[src/rtl/hs_pkg.sv]
// Shared types for the hiscore save scheduler: FSM state encoding, counter width
// and a saturating increment helper.
package hs_pkg;

    localparam int HS_CNT_W = 24;

    typedef enum logic [2:0] {
        DISARMED = 3'd0,
        CLEAN    = 3'd1,
        DIRTY    = 3'd2,
        SAVING   = 3'd3,
        HOLDOFF  = 3'd4
    } hs_save_state_e;

    function automatic logic [HS_CNT_W-1:0] sat_inc(input logic [HS_CNT_W-1:0] v);
        return (v == {HS_CNT_W{1'b1}}) ? v : v + HS_CNT_W'(1);
    endfunction

endpackage

[src/rtl/hs_window_hit.sv]
// Combinational detector for CPU writes landing inside the hiscore RAM window.
module hs_window_hit
    import hs_pkg::*;
#(
    parameter logic [11:0] WIN_BASE = 12'h620,
    parameter logic [11:0] WIN_LEN  = 12'h050
) (
    input  logic        i_wr,
    input  logic [11:0] i_addr,
    output logic        o_hit
);

    logic [12:0] w_addr;
    logic [12:0] w_lo;
    logic [12:0] w_hi;

    // 13-bit compare so a window ending at 0x1000 does not wrap to zero
    assign w_addr = {1'b0, i_addr};
    assign w_lo   = {1'b0, WIN_BASE};
    assign w_hi   = {1'b0, WIN_BASE} + {1'b0, WIN_LEN};
    assign o_hit  = i_wr && (w_addr >= w_lo) && (w_addr < w_hi);

endmodule

[src/rtl/hs_save_scheduler.sv]
// Schedules hiscore dataslot saves after the window has been quiet for a while.
// Define HS_SAVE_HALT_EN to drive processor_halt while a save is in flight.
module hs_save_scheduler
    import hs_pkg::*;
#(
    parameter logic [15:0] SLOT_ID        = 16'd2,
    parameter logic [31:0] BRIDGE_ADDR    = 32'h10001620,
    parameter logic [11:0] WIN_BASE       = 12'h620,
    parameter logic [11:0] WIN_LEN        = 12'h050,
    parameter logic [23:0] QUIET_CYCLES   = 24'd1_000_000,
    parameter logic [23:0] HOLDOFF_CYCLES = 24'd4_000_000,
    parameter logic [23:0] TIMEOUT_CYCLES = 24'd8_000_000
) (
    input  logic        clk,
    input  logic        reset_n,
    input  logic        arm,
    input  logic        cpu_wr,
    input  logic [11:0] cpu_addr,
    output logic        save_valid,
    output logic [15:0] save_slot_id,
    output logic [31:0] save_bridge_addr,
    output logic [31:0] save_length,
    input  logic        save_done,
    output logic        dirty,
    output logic [7:0]  save_count,
    output logic        timeout_err,
    output logic        processor_halt
);

    localparam logic [HS_CNT_W-1:0] QUIET_LAST = QUIET_CYCLES - 24'd1;
    localparam logic [HS_CNT_W-1:0] HOLD_LAST  = HOLDOFF_CYCLES - 24'd1;
    localparam logic [HS_CNT_W-1:0] TMO_LAST   = TIMEOUT_CYCLES - 24'd1;

    hs_save_state_e      r_state;
    hs_save_state_e      w_state_nxt;
    logic [HS_CNT_W-1:0] r_cnt;
    logic [HS_CNT_W-1:0] w_cnt_nxt;
    logic                r_pending;
    logic                w_pend_nxt;
    logic [7:0]          r_save_count;
    logic [7:0]          w_count_nxt;
    logic                r_timeout_err;
    logic                w_terr_nxt;
    logic                r_valid;
    logic                r_dirty;
    logic                r_halt;
    logic                w_hit;

    hs_window_hit #(
        .WIN_BASE (WIN_BASE),
        .WIN_LEN  (WIN_LEN)
    ) u_hit (
        .i_wr   (cpu_wr),
        .i_addr (cpu_addr),
        .o_hit  (w_hit)
    );

    // One shared counter: quiet time in DIRTY, wait time in SAVING, gap in HOLDOFF
    always_comb begin
        w_state_nxt = r_state;
        w_cnt_nxt   = r_cnt;
        w_pend_nxt  = r_pending;
        w_count_nxt = r_save_count;
        w_terr_nxt  = r_timeout_err;
        if (!arm) begin
            w_state_nxt = DISARMED;
            w_cnt_nxt   = '0;
            w_pend_nxt  = 1'b0;
        end else begin
            case (r_state)
                DISARMED: begin
                    w_state_nxt = CLEAN;
                    w_cnt_nxt   = '0;
                end
                CLEAN: begin
                    if (w_hit) begin
                        w_state_nxt = DIRTY;
                        w_cnt_nxt   = '0;
                    end
                end
                DIRTY: begin
                    if (w_hit) begin
                        w_cnt_nxt = '0;
                    end else if (r_cnt == QUIET_LAST) begin
                        w_state_nxt = SAVING;
                        w_cnt_nxt   = '0;
                    end else begin
                        w_cnt_nxt = sat_inc(r_cnt);
                    end
                end
                SAVING: begin
                    if (w_hit) w_pend_nxt = 1'b1;
                    // done wins over a coincident timeout
                    if (save_done) begin
                        w_state_nxt = HOLDOFF;
                        w_cnt_nxt   = '0;
                        w_count_nxt = r_save_count + 8'd1;
                        w_terr_nxt  = 1'b0;
                    end else if (r_cnt == TMO_LAST) begin
                        w_state_nxt = HOLDOFF;
                        w_cnt_nxt   = '0;
                        w_terr_nxt  = 1'b1;
                        w_pend_nxt  = 1'b1;
                    end else begin
                        w_cnt_nxt = sat_inc(r_cnt);
                    end
                end
                HOLDOFF: begin
                    if (r_cnt == HOLD_LAST) begin
                        w_cnt_nxt   = '0;
                        w_pend_nxt  = 1'b0;
                        w_state_nxt = (r_pending || w_hit) ? DIRTY : CLEAN;
                    end else begin
                        w_cnt_nxt = sat_inc(r_cnt);
                        if (w_hit) w_pend_nxt = 1'b1;
                    end
                end
                default: begin
                    w_state_nxt = DISARMED;
                    w_cnt_nxt   = '0;
                    w_pend_nxt  = 1'b0;
                end
            endcase
        end
    end

    always_ff @(posedge clk) begin
        if (!reset_n) begin
            r_state       <= DISARMED;
            r_cnt         <= '0;
            r_pending     <= 1'b0;
            r_save_count  <= '0;
            r_timeout_err <= 1'b0;
            r_valid       <= 1'b0;
            r_dirty       <= 1'b0;
            r_halt        <= 1'b0;
        end else begin
            r_state       <= w_state_nxt;
            r_cnt         <= w_cnt_nxt;
            r_pending     <= w_pend_nxt;
            r_save_count  <= w_count_nxt;
            r_timeout_err <= w_terr_nxt;
            r_valid       <= (w_state_nxt == SAVING);
            r_dirty       <= (w_state_nxt == DIRTY) || (w_state_nxt == SAVING) || w_pend_nxt;
`ifdef HS_SAVE_HALT_EN
            r_halt        <= (w_state_nxt == SAVING);
`else
            r_halt        <= 1'b0;
`endif
        end
    end

    assign save_valid       = r_valid;
    assign dirty            = r_dirty;
    assign save_count       = r_save_count;
    assign timeout_err      = r_timeout_err;
    assign processor_halt   = r_halt;
    assign save_slot_id     = SLOT_ID;
    assign save_bridge_addr = BRIDGE_ADDR;
    assign save_length      = {20'd0, WIN_LEN};

endmodule

[config.mk]
export PLATFORM = sky130hd
export DESIGN_NAME = hs_save_scheduler
export DESIGN_NICKNAME = d
export VERILOG_FILES = /design/src/rtl/hs_pkg.sv /design/src/rtl/hs_window_hit.sv /design/src/rtl/hs_save_scheduler.sv
export SDC_FILE = /design/constraint.sdc
export NUM_CORES = 1
export LEC_CHECK = 0
export ABC_AREA = 1
export CAP_MARGIN = 25
export CORE_AREA = 2 2 77 134
export CTS_CLUSTER_DIAMETER = 100
export DETAILED_ROUTE_END_ITERATION = 8
export DIE_AREA = 0 0 79 136
export HOLD_SLACK_MARGIN = 0.1
export PLACE_DENSITY = 0.6
export SYNTH_ARGS = -nofsm -noshare
export SYNTH_HDL_FRONTEND = slang
export SYNTH_HIERARCHICAL = 1
export SYNTH_SLANG_ARGS = --single-unit
[constraint.sdc]
create_clock -name clk -period 1.93 [get_ports clk]
set_input_delay 0.579 -clock clk [delete_from_list [all_inputs] [get_ports clk]]
set_output_delay 0.579 -clock clk [all_outputs]
set_load 0.05 [all_outputs]
==> results.cfg, run 1 <==
[status]
status = complete, no violations

[floorplanning]
io_pins = 109
start_util_pct = 34.2
die_area_mm2 = 0.0107
die_y_um = 136
die_w_um = 79
core.rowCount = 48
core_area_mm2 = 0.00973

[run]
max-cap-violations = 0

[worst_setup_path]
critical_path_required_ps = 2120
worstSetupEndpointType = flop
crit_path_max_fanout = 3
crit_type = in2reg
critPathArrivalTime_ps = 2010
start_kind = input port
r2r_slack_ps = 150

[global_route]
grt_pass1_vias = 3034
track_usage_pct = 17.0
grt-ovfl-total = 0
grt_max_degree = 21
antenna_found_initial = 0
grt_first_pass_wirelength_um = 14100

[routing]
route.antenna.remaining_nets = 0
drtPass1Iterations = 5
wirelength_um = 8970
wl_per_cell_um = 13.0
vias = 3169
viasPerCell = 4.60
drc = 0
drtIter0Drc = 196

[placement]
gp_congestion = 0.924
dpl.hpwl_um = 7160
numPortBuffers = 23

[yosys]
ys_ff_latch = 39
synth_edf_count = 0
netlist-cell-type-count = 40
synthFlopType = dfxtp_1
synth_cells = 501
yosysWarningCount = 6
avgSynthCellArea_um2 = 6.64
ys_seq_area_share_pct = 23.5
synthArstFlopShare_pct = 0
syn-cell-area_mm2 = 0.00333

[clocking]
clock_latency_ps = 290
clock-root-buffer = clkbuf_16
clk_path_buf_depth = 2
clock-sinks = 39
cts_tree = yes
clkTransAtPathRegs_ps = 60
hold_buffers = 0
h-tree-depth = 2
numCtsBuffers = 5

[sta]
finalSetupViolCount = 0
final-max-slew-violation-count = 0
fin_skew_ps = 6.05
grt_setup_unrepaired = yes
fin_crit_sh_pct = 94.2
fin_setup_tns_ps = 0
fmax_mhz = 550
hold_viol = 0
period_needed_ps = 1820

[pwr]
peakVddDrop_mv = 0.541
power_leakage_nw = 1.80
power_per_cell_area_mw_per_mm2 = 569

[finish]
final_common_cell = nand2_1
area_delta_synth_final_pct = 17.6
fill_cells = 1038
final_cell_mix = nand2_1, conb_1, buf_4, inv_1, nor2_1
post-route-util_pct = 40.2
layout-drive-gt1-share_pct = 22.9
antenna_cells = 0
fin_nets = 582

[hold_path]
hold_class = reg2reg
==> Yosys cell counts (all sizes together) (2+ instances only) <==
master | count | area, um^2
inv | 55 | 206
ha | 2 | 25.0
clkbuf | 3 | 11.3
a21oi | 27 | 146
nand4 | 14 | 100
dfxtp | 39 | 781
nand2 | 110 | 448
or2 | 2 | 12.5
nor3b | 3 | 27.5
nor2 | 64 | 318
xor2 | 2 | 17.5
nor3 | 8 | 60.1
o21ai | 20 | 100
a21o | 2 | 15.0
conb | 2 | 7.51
buf | 86 | 652
nand3 | 54 | 343
==> layer usage <==
metal	wire length, um	vias to the layer above	track usage (%)	part of all wire (%)
li1	-	1571	-	-
met1	2910	1452	14.9	32
met2	5360	128	36.3	60
met3	482	18	2.39	5.4
met4	220	0	6.99	2.5
met5	0	-	0	0
==> logic make-up after synthesis <==
| family | Yosys count | share of synthesized area (%) |
|---|---|---|
| AO/OA/AOI/OAI | 53 | 8.80 |
| AND/OR/NAND/NOR | 257 | 39.7 |
| flip-flops | 39 | 23.5 |
| adder cells (fa/ha/maj) | 2 | 0.752 |
| other | 2 | 0.226 |
| buffers and inverters | 145 | 26.3 |
| XOR/XNOR | 3 | 0.790 |
==> report_power, final <==
part,total [mW],switching [mW],internal [mW]
combinational,0.429,0.391,0.0386
sequential,0.807,0.00105,0.806
clock,0.992,0.349,0.643
total,2.23,0.740,1.49
==> path summary, 6_finish.rpt <==
kind                            depth (start not counted)           to         from
worst max-delay path                                   10   r_state[0]  cpu_addr[7]
worst min-delay path                                    2  timeout_err  timeout_err
worst max register to register                         12    r_cnt[15]     r_cnt[0]
worst min register to register                          2  timeout_err  timeout_err
==> per-stage QoR <==
step | setup WS, ps | hold slack (ps) | total power [mW] | area (um^2) | instances
6_report | 112 | 471 | 2.23 | 3910 | 689
5_1_grt | -14.4 | 505 | 2.29 | 3910 | 689
4_1_cts | 15.5 | 477 | 2.24 | 3830 | 688
3_5_place_dp | -336 | 465 | 1.25 | 3650 | 680
3_3_place_gp | -317 | 453 | 1.25 | 3650 | 680
2_1_floorplan | 237 | 472 | 1.32 | 3620 | 580
==> state kept, by name, indices dropped and copies added, names as in the netlist <==
register / flops
save_valid: 1
r_pending: 1
r_cnt: 24
timeout_err: 1
save_count: 8
dirty: 1
r_state: 3
==> critical path: stages <==
cell and delay, ps:
clkdlybuf4s50_1 410, nor2_2 120, nand3_2 100, nor2_4 160, buf_6 110, inv_1 60
o21ai_2 150, nand4_1 160, nand2_1 110, inv_1 40
==> cell type report <==
cell class / count / area [um^2] / area share (%)
multi-input cells: 396 / 2030 / 52.0
flip-flops and latches: 39 / 782 / 20.0
repair buffers: 65 / 556 / 14.2
inverters: 56 / 211 / 5.40
well taps: 125 / 156 / 4.00
clock buffers: 6 / 139 / 3.55
clock inverters: 2 / 35.0 / 0.895
==> what timing repair did <==
action                     4_1_cts  5_1_grt
setup endpoints to repair        2       28
pin swaps                        1        5
setup buffers                    0        1
resized for setup                1       22
gates cloned                     0        0
Power figures use the tool's default switching activity.
==> run 2: changes to the inputs <==
--- a/config.mk
+++ b/config.mk
@@ -12,7 +12,8 @@
 export DETAILED_ROUTE_END_ITERATION = 8
 export DIE_AREA = 0 0 79 136
 export HOLD_SLACK_MARGIN = 0.1
-export PLACE_DENSITY = 0.6
+export PLACE_DENSITY_LB_ADDON = 0.08
+export RECOVER_POWER = 100
 export SYNTH_ARGS = -nofsm -noshare
 export SYNTH_HDL_FRONTEND = slang
 export SYNTH_HIERARCHICAL = 1
==> run 2 against run 1 <==
  * Maximum frequency about the same
  * Clock skew increased by 4.0 ps
  * Register-to-register slack got worse by 40 ps
  * Largest power group unchanged
  * Combinational power increased by 1%
  * Highest routed layer unchanged
  * Core utilization decreased by 0.26 points
  * Worst hold slack got worse by 12 ps
  * Sequential share of layout area increased by 0.16 points
  * Global-route usage increased by 0.41 points
  * Worst setup slack improved by 0.63 ps
  * Sequential cell count unchanged
  * First-iteration DRC count decreased by 45%
==> results.cfg, run 2 (synthesis results as in run 1) <==
[routing]
dr_wl_met3_um = 281
top_layer = met4
vias = 3076
drc = 0
drtIter0Drc = 108
met2_length_um = 5510
viasPerCell = 4.46
met1_length_um = 3120
route.antenna.remaining_nets = 0
wl_per_cell_um = 13.3
drtPass1Iterations = 4
wirelength_um = 9200

[worst_setup_path]
start_kind = flop
startpoint = r_cnt[1]
critPathArrivalTime_ps = 2000
critical_path_required_ps = 2110
r2r_cells = 11
r2r-start = r_cnt[1]
crit_path_max_fanout = 13
crit_type = reg2reg
worstSetupEndpointType = flop

[sta]
fin_crit_sh_pct = 94.2
fmax_mhz = 550
final-max-slew-violation-count = 0
grt_setup_unrepaired = no
max_slew_margin_pct = 60.2
hold_viol = 0
finalSetupViolCount = 0
period_needed_ps = 1820
tightest_slew_ps = 600
fin_skew_ps = 10.1

[finish]
instances_no_fill = 690
fill_cells = 1098
antenna_cells = 0
final_cell_mix = nand2_1, conb_1, inv_1, nor2_1, nand3_1
layout-drive-gt1-share_pct = 21.1
largest_reg_flops = 24
fin_nets = 583
largest-register = r_cnt
area_delta_synth_final_pct = 16.8
final_common_cell = nand2_1

[hold_path]
hold_class = reg2reg
hp-start = timeout_err
hold_depth = 2

[clocking]
hold_buffers = 0
clk_path_buf_depth = 2
cts_tree = yes
clock-sinks = 39
clock-root-buffer = clkbuf_16
clkTransAtPathRegs_ps = 60
clock_latency_ps = 300
cts_setup_buffers = 0
numCtsBuffers = 5
h-tree-depth = 2

[placement]
dpl.hpwl_um = 7580
gp_congestion = 0.905
numPortBuffers = 23
dp_cells = 682

[floorplanning]
die_y_um = 136
die_area_mm2 = 0.0107
die_w_um = 79
core.rowCount = 48
start_util_pct = 34.2
core_area_mm2 = 0.00973
io_pins = 109

[global_route]
grt-ovfl-total = 0
grt_pass1_vias = 2963
track_usage_pct = 17.4
grt_max_degree = 17
antenna_found_initial = 0
grt_first_pass_wirelength_um = 14300

[pwr]
power_leakage_nw = 1.76
power_per_cell_area_mw_per_mm2 = 578
peakVddDrop_mv = 0.354
total_power_mw = 2.25

[status]
status = complete, no violations

[run]
max-cap-violations = 0
[run 2: stage by stage]
| step | hold slack, ps | utilization [%] | cell area, um^2 | setup slack [ps] | setup TNS [ps] |
|---|---|---|---|---|---|
| 3_5_place_dp | 455 | 37.8 | 3680 | -307 | -7390 |
| 2_1_floorplan | 472 | - | 3620 | 237 | 0 |
| 4_1_cts | 465 | 39.8 | 3870 | 5.97 | 0 |
| 3_3_place_gp | 454 | 37.8 | 3680 | -276 | -6800 |
| 6_report | 459 | 40.0 | 3890 | 112 | 0 |
| 5_1_grt | 502 | 40.0 | 3890 | 0.0597 | 0 |
[run 2: layout make-up]
class / instances / area (um^2) / share of cell area (%)
repair buffers: 66 / 524 / 13.5
flip-flops and latches: 39 / 783 / 20.1
multi-input cells: 396 / 2040 / 52.4
inverters: 56 / 211 / 5.44
well taps: 125 / 156 / 4.02
clock inverters: 2 / 35.0 / 0.901
clock buffers: 6 / 139 / 3.57
[run 2: worst paths after layout]
check                                   end  slack (ps)
worst max-delay path               r_cnt[9]         110
worst max register to register     r_cnt[9]         110
worst min-delay path            timeout_err         460
worst min register to register  timeout_err         460
[run 2: worst max-delay path: stages (launching register included)]
cell     delay, ps
dfxtp_2        350
ha_4           150
nand2_2         90
nor2_8         190
nand3_2        160
nor2_2         150
nand3_2         80
buf_6          180
nand2_1        130
nand2_1         80
nand3_1         80
a21oi_1         60
[run 2: what timing repair did]
item                       in CTS  in global routing
cloned                          0                  0
pin swaps                       0                 10
resized for setup               3                 24
setup endpoints to repair       5                 29
[run 2: per-layer routing]
metal / vias to the layer above / GRT usage, %
met5: - / 0
met3: 18 / 1.86
met4: 0 / 9.10
met1: 1405 / 16.3
met2: 85 / 35.5
li1: 1568 / -
[run 2: power by group]
group / switching (mW) / internal (mW) / leakage (nW)
clock: 0.362 / 0.644 / 0.0868
combinational: 0.391 / 0.0435 / 1.36
sequential: 0.00115 / 0.806 / 0.315
total: 0.754 / 1.49 / 1.76
==> run 3: changes to the inputs <==
--- a/config.mk
+++ b/config.mk
@@ -12,7 +12,7 @@
 export DETAILED_ROUTE_END_ITERATION = 8
 export DIE_AREA = 0 0 79 136
 export HOLD_SLACK_MARGIN = 0.1
-export PLACE_DENSITY_LB_ADDON = 0.08
+export PLACE_DENSITY_LB_ADDON = 0.1
 export RECOVER_POWER = 100
 export SYNTH_ARGS = -nofsm -noshare
 export SYNTH_HDL_FRONTEND = slang
==> run 3 against run 2 <==
  * Combinational power about the same
  * Die area stayed put
  * Non-clock buffer count down 2
  * Worst hold slack improved by 7.2 ps
  * Clock skew down 4.8 ps
  * Critical path type is now in2reg
  * Critical endpoint is now r_cnt[20]
==> results.cfg, run 3 (synthesis results as in run 1) <==
[worst_setup_path]
critPathTopFamily = buffers and inverters
max_stage_delay_ps = 480
critPathArrivalTime_ps = 2030
crit_path_max_fanout = 11
critical_path_required_ps = 2110
startpoint = cpu_addr[6]
path_buf_inv = 3
r2r-start = r_cnt[0]
crit_chain = clkdlybuf4s50_1 > inv_1 > nand2_1 > nand3_2 > nor2_4 > nor2_2 > nand2_2 > nand3_4 > clkbuf_16 > a21oi_2 > nor2_1
r2r_end = r_cnt[22]
r2r_slack_ps = 100
worstSetupEndpointType = flop
crit_type = in2reg
r2r_cells = 10
start_kind = input port
slowest_stage = clkdlybuf4s50_1

[hold_path]
hold_depth = 2
hp-start = timeout_err
hold_class = reg2reg
holdPathEnd = timeout_err

[sta]
tightest_slew_ps = 594
finalSetupViolCount = 0
period_needed_ps = 1850
hold_viol = 0
grt_setup_unrepaired = yes
fin_setup_tns_ps = 0
final-max-slew-violation-count = 0
fin_crit_sh_pct = 95.7
setup_ws_ps = 82.7
fin_skew_ps = 5.27
max_slew_margin_pct = 60.6
fmax_mhz = 541
holdWs_ps = 466

[clocking]
h-tree-depth = 2
clock-sinks = 39
cts_setup_buffers = 0
clkTransAtPathRegs_ps = 60
clock_latency_ps = 290
numCtsBuffers = 5
clock-root-buffer = clkbuf_16
clk_path_buf_depth = 2
hold_buffers = 0
cts_tree = yes

[pwr]
swShare_pct = 32.1
power_frac_clock_pct = 47.0
power_per_cell_area_mw_per_mm2 = 602
power_leakage_nw = 1.76
p_sw_mw = 0.752
p_seq_share_pct = 34.5
peakVddDrop_mv = 0.330
total_power_mw = 2.34
p_int_mw = 1.59
power_frac_comb_pct = 18.5

[floorplanning]
die_area_mm2 = 0.0107
die_y_um = 136
die_w_um = 79
core.rowCount = 48
io_pins = 109
core_area_mm2 = 0.00973
start_util_pct = 34.2

[routing]
drtIter0Drc = 94
route.antenna.remaining_nets = 0
wirelength_um = 9250
drc = 0
vias = 3085
wl_per_cell_um = 13.4
drtPass1Iterations = 4
viasPerCell = 4.48

[global_route]
grt-ovfl-total = 0
grt_max_degree = 24
grt_first_pass_wirelength_um = 14100
grt_pass1_vias = 2922
track_usage_pct = 17.3
antenna_found_initial = 0

[placement]
gp_congestion = 0.897
numPortBuffers = 23
detailedPlace.worstSlack_ps = -310
dpl.hpwl_um = 7340

[finish]
fill_cells = 1060
post-route-util_pct = 39.9
area_delta_synth_final_pct = 16.7
final_common_cell = nand2_1
layout-drive-gt1-share_pct = 20.6
largest-register = r_cnt
largest_reg_flops = 24
final_cell_mix = nand2_1, conb_1, inv_1, nor2_1
antenna_cells = 0
fin_nets = 581

[run]
max-cap-violations = 0

[status]
status = complete, no violations
[run 3: cell types whose count changed in the layout (fill, tap and decap cells not counted), moves of 2 or more]
cell / change
dlymetal6s2s_1: -2
dfxtp_1: +2
clkdlybuf4s50_1: +2
o21ai_1: +2
o21ai_2: -2
clkbuf_1: -2
nor3_1: +2
buf_6: -2
nor3_2: -3
dfxtp_2: -2
[run 3: how the worst max path moves through the flow]
stage	endpoint	slack, ps	cells after the start
floorplan	save_count[6]	240	7
global placement	r_cnt[22]	-310	8
detailed placement	r_cnt[14]	-310	8
CTS	dirty	4	11
global route	r_cnt[12]	-30	11
finish	r_cnt[20]	80	11
[run 3: worst min-delay path, delay by kind of cell (launching register included)]
family	cells	cell delay, ps
compound gates	1	50
flops	1	310
simple gates	1	60
[run 3: final cells by class]
| type | instances | area, um^2 | share of cell area [%] |
|---|---|---|---|
| well taps | 125 | 156 | 4.03 |
| flip-flops and latches | 39 | 781 | 20.1 |
| repair buffers | 64 | 507 | 13.1 |
| clock buffers | 5 | 125 | 3.22 |
| multi-input cells | 396 | 2030 | 52.4 |
| inverters | 56 | 211 | 5.45 |
| clock inverters | 3 | 67.6 | 1.74 |
[run 3: layer usage]
layer	part of all wire, %	global-route usage, %
met5	0	0
met4	5.9	11.0
met3	4.0	2.72
met2	56	34.6
met1	34	15.4
[run 3: what timing repair did]
action | CTS | global route
hold endpoints to repair | 0 | 0
pin swaps | 0 | 1
gates resized for setup | 3 | 18
setup endpoints to repair | 11 | 28
gates cloned | 0 | 1
[run 3: stage by stage]
stage | instances | cell area, um^2
floorplan | 580 | 3620
global placement | 679 | 3630
detailed placement | 679 | 3630
CTS | 687 | 3840
global route | 688 | 3880
finish | 688 | 3880
[run 3: power by group through the flow]
stage	Clock [mW]	Sequential, mW	Combinational (mW)
2_1_floorplan	0	0.825	0.497
3_3_place_gp	0	0.825	0.425
3_5_place_dp	0	0.825	0.425
4_1_cts	1.13	0.807	0.426
5_1_grt	1.15	0.806	0.451
6_report	1.10	0.807	0.433
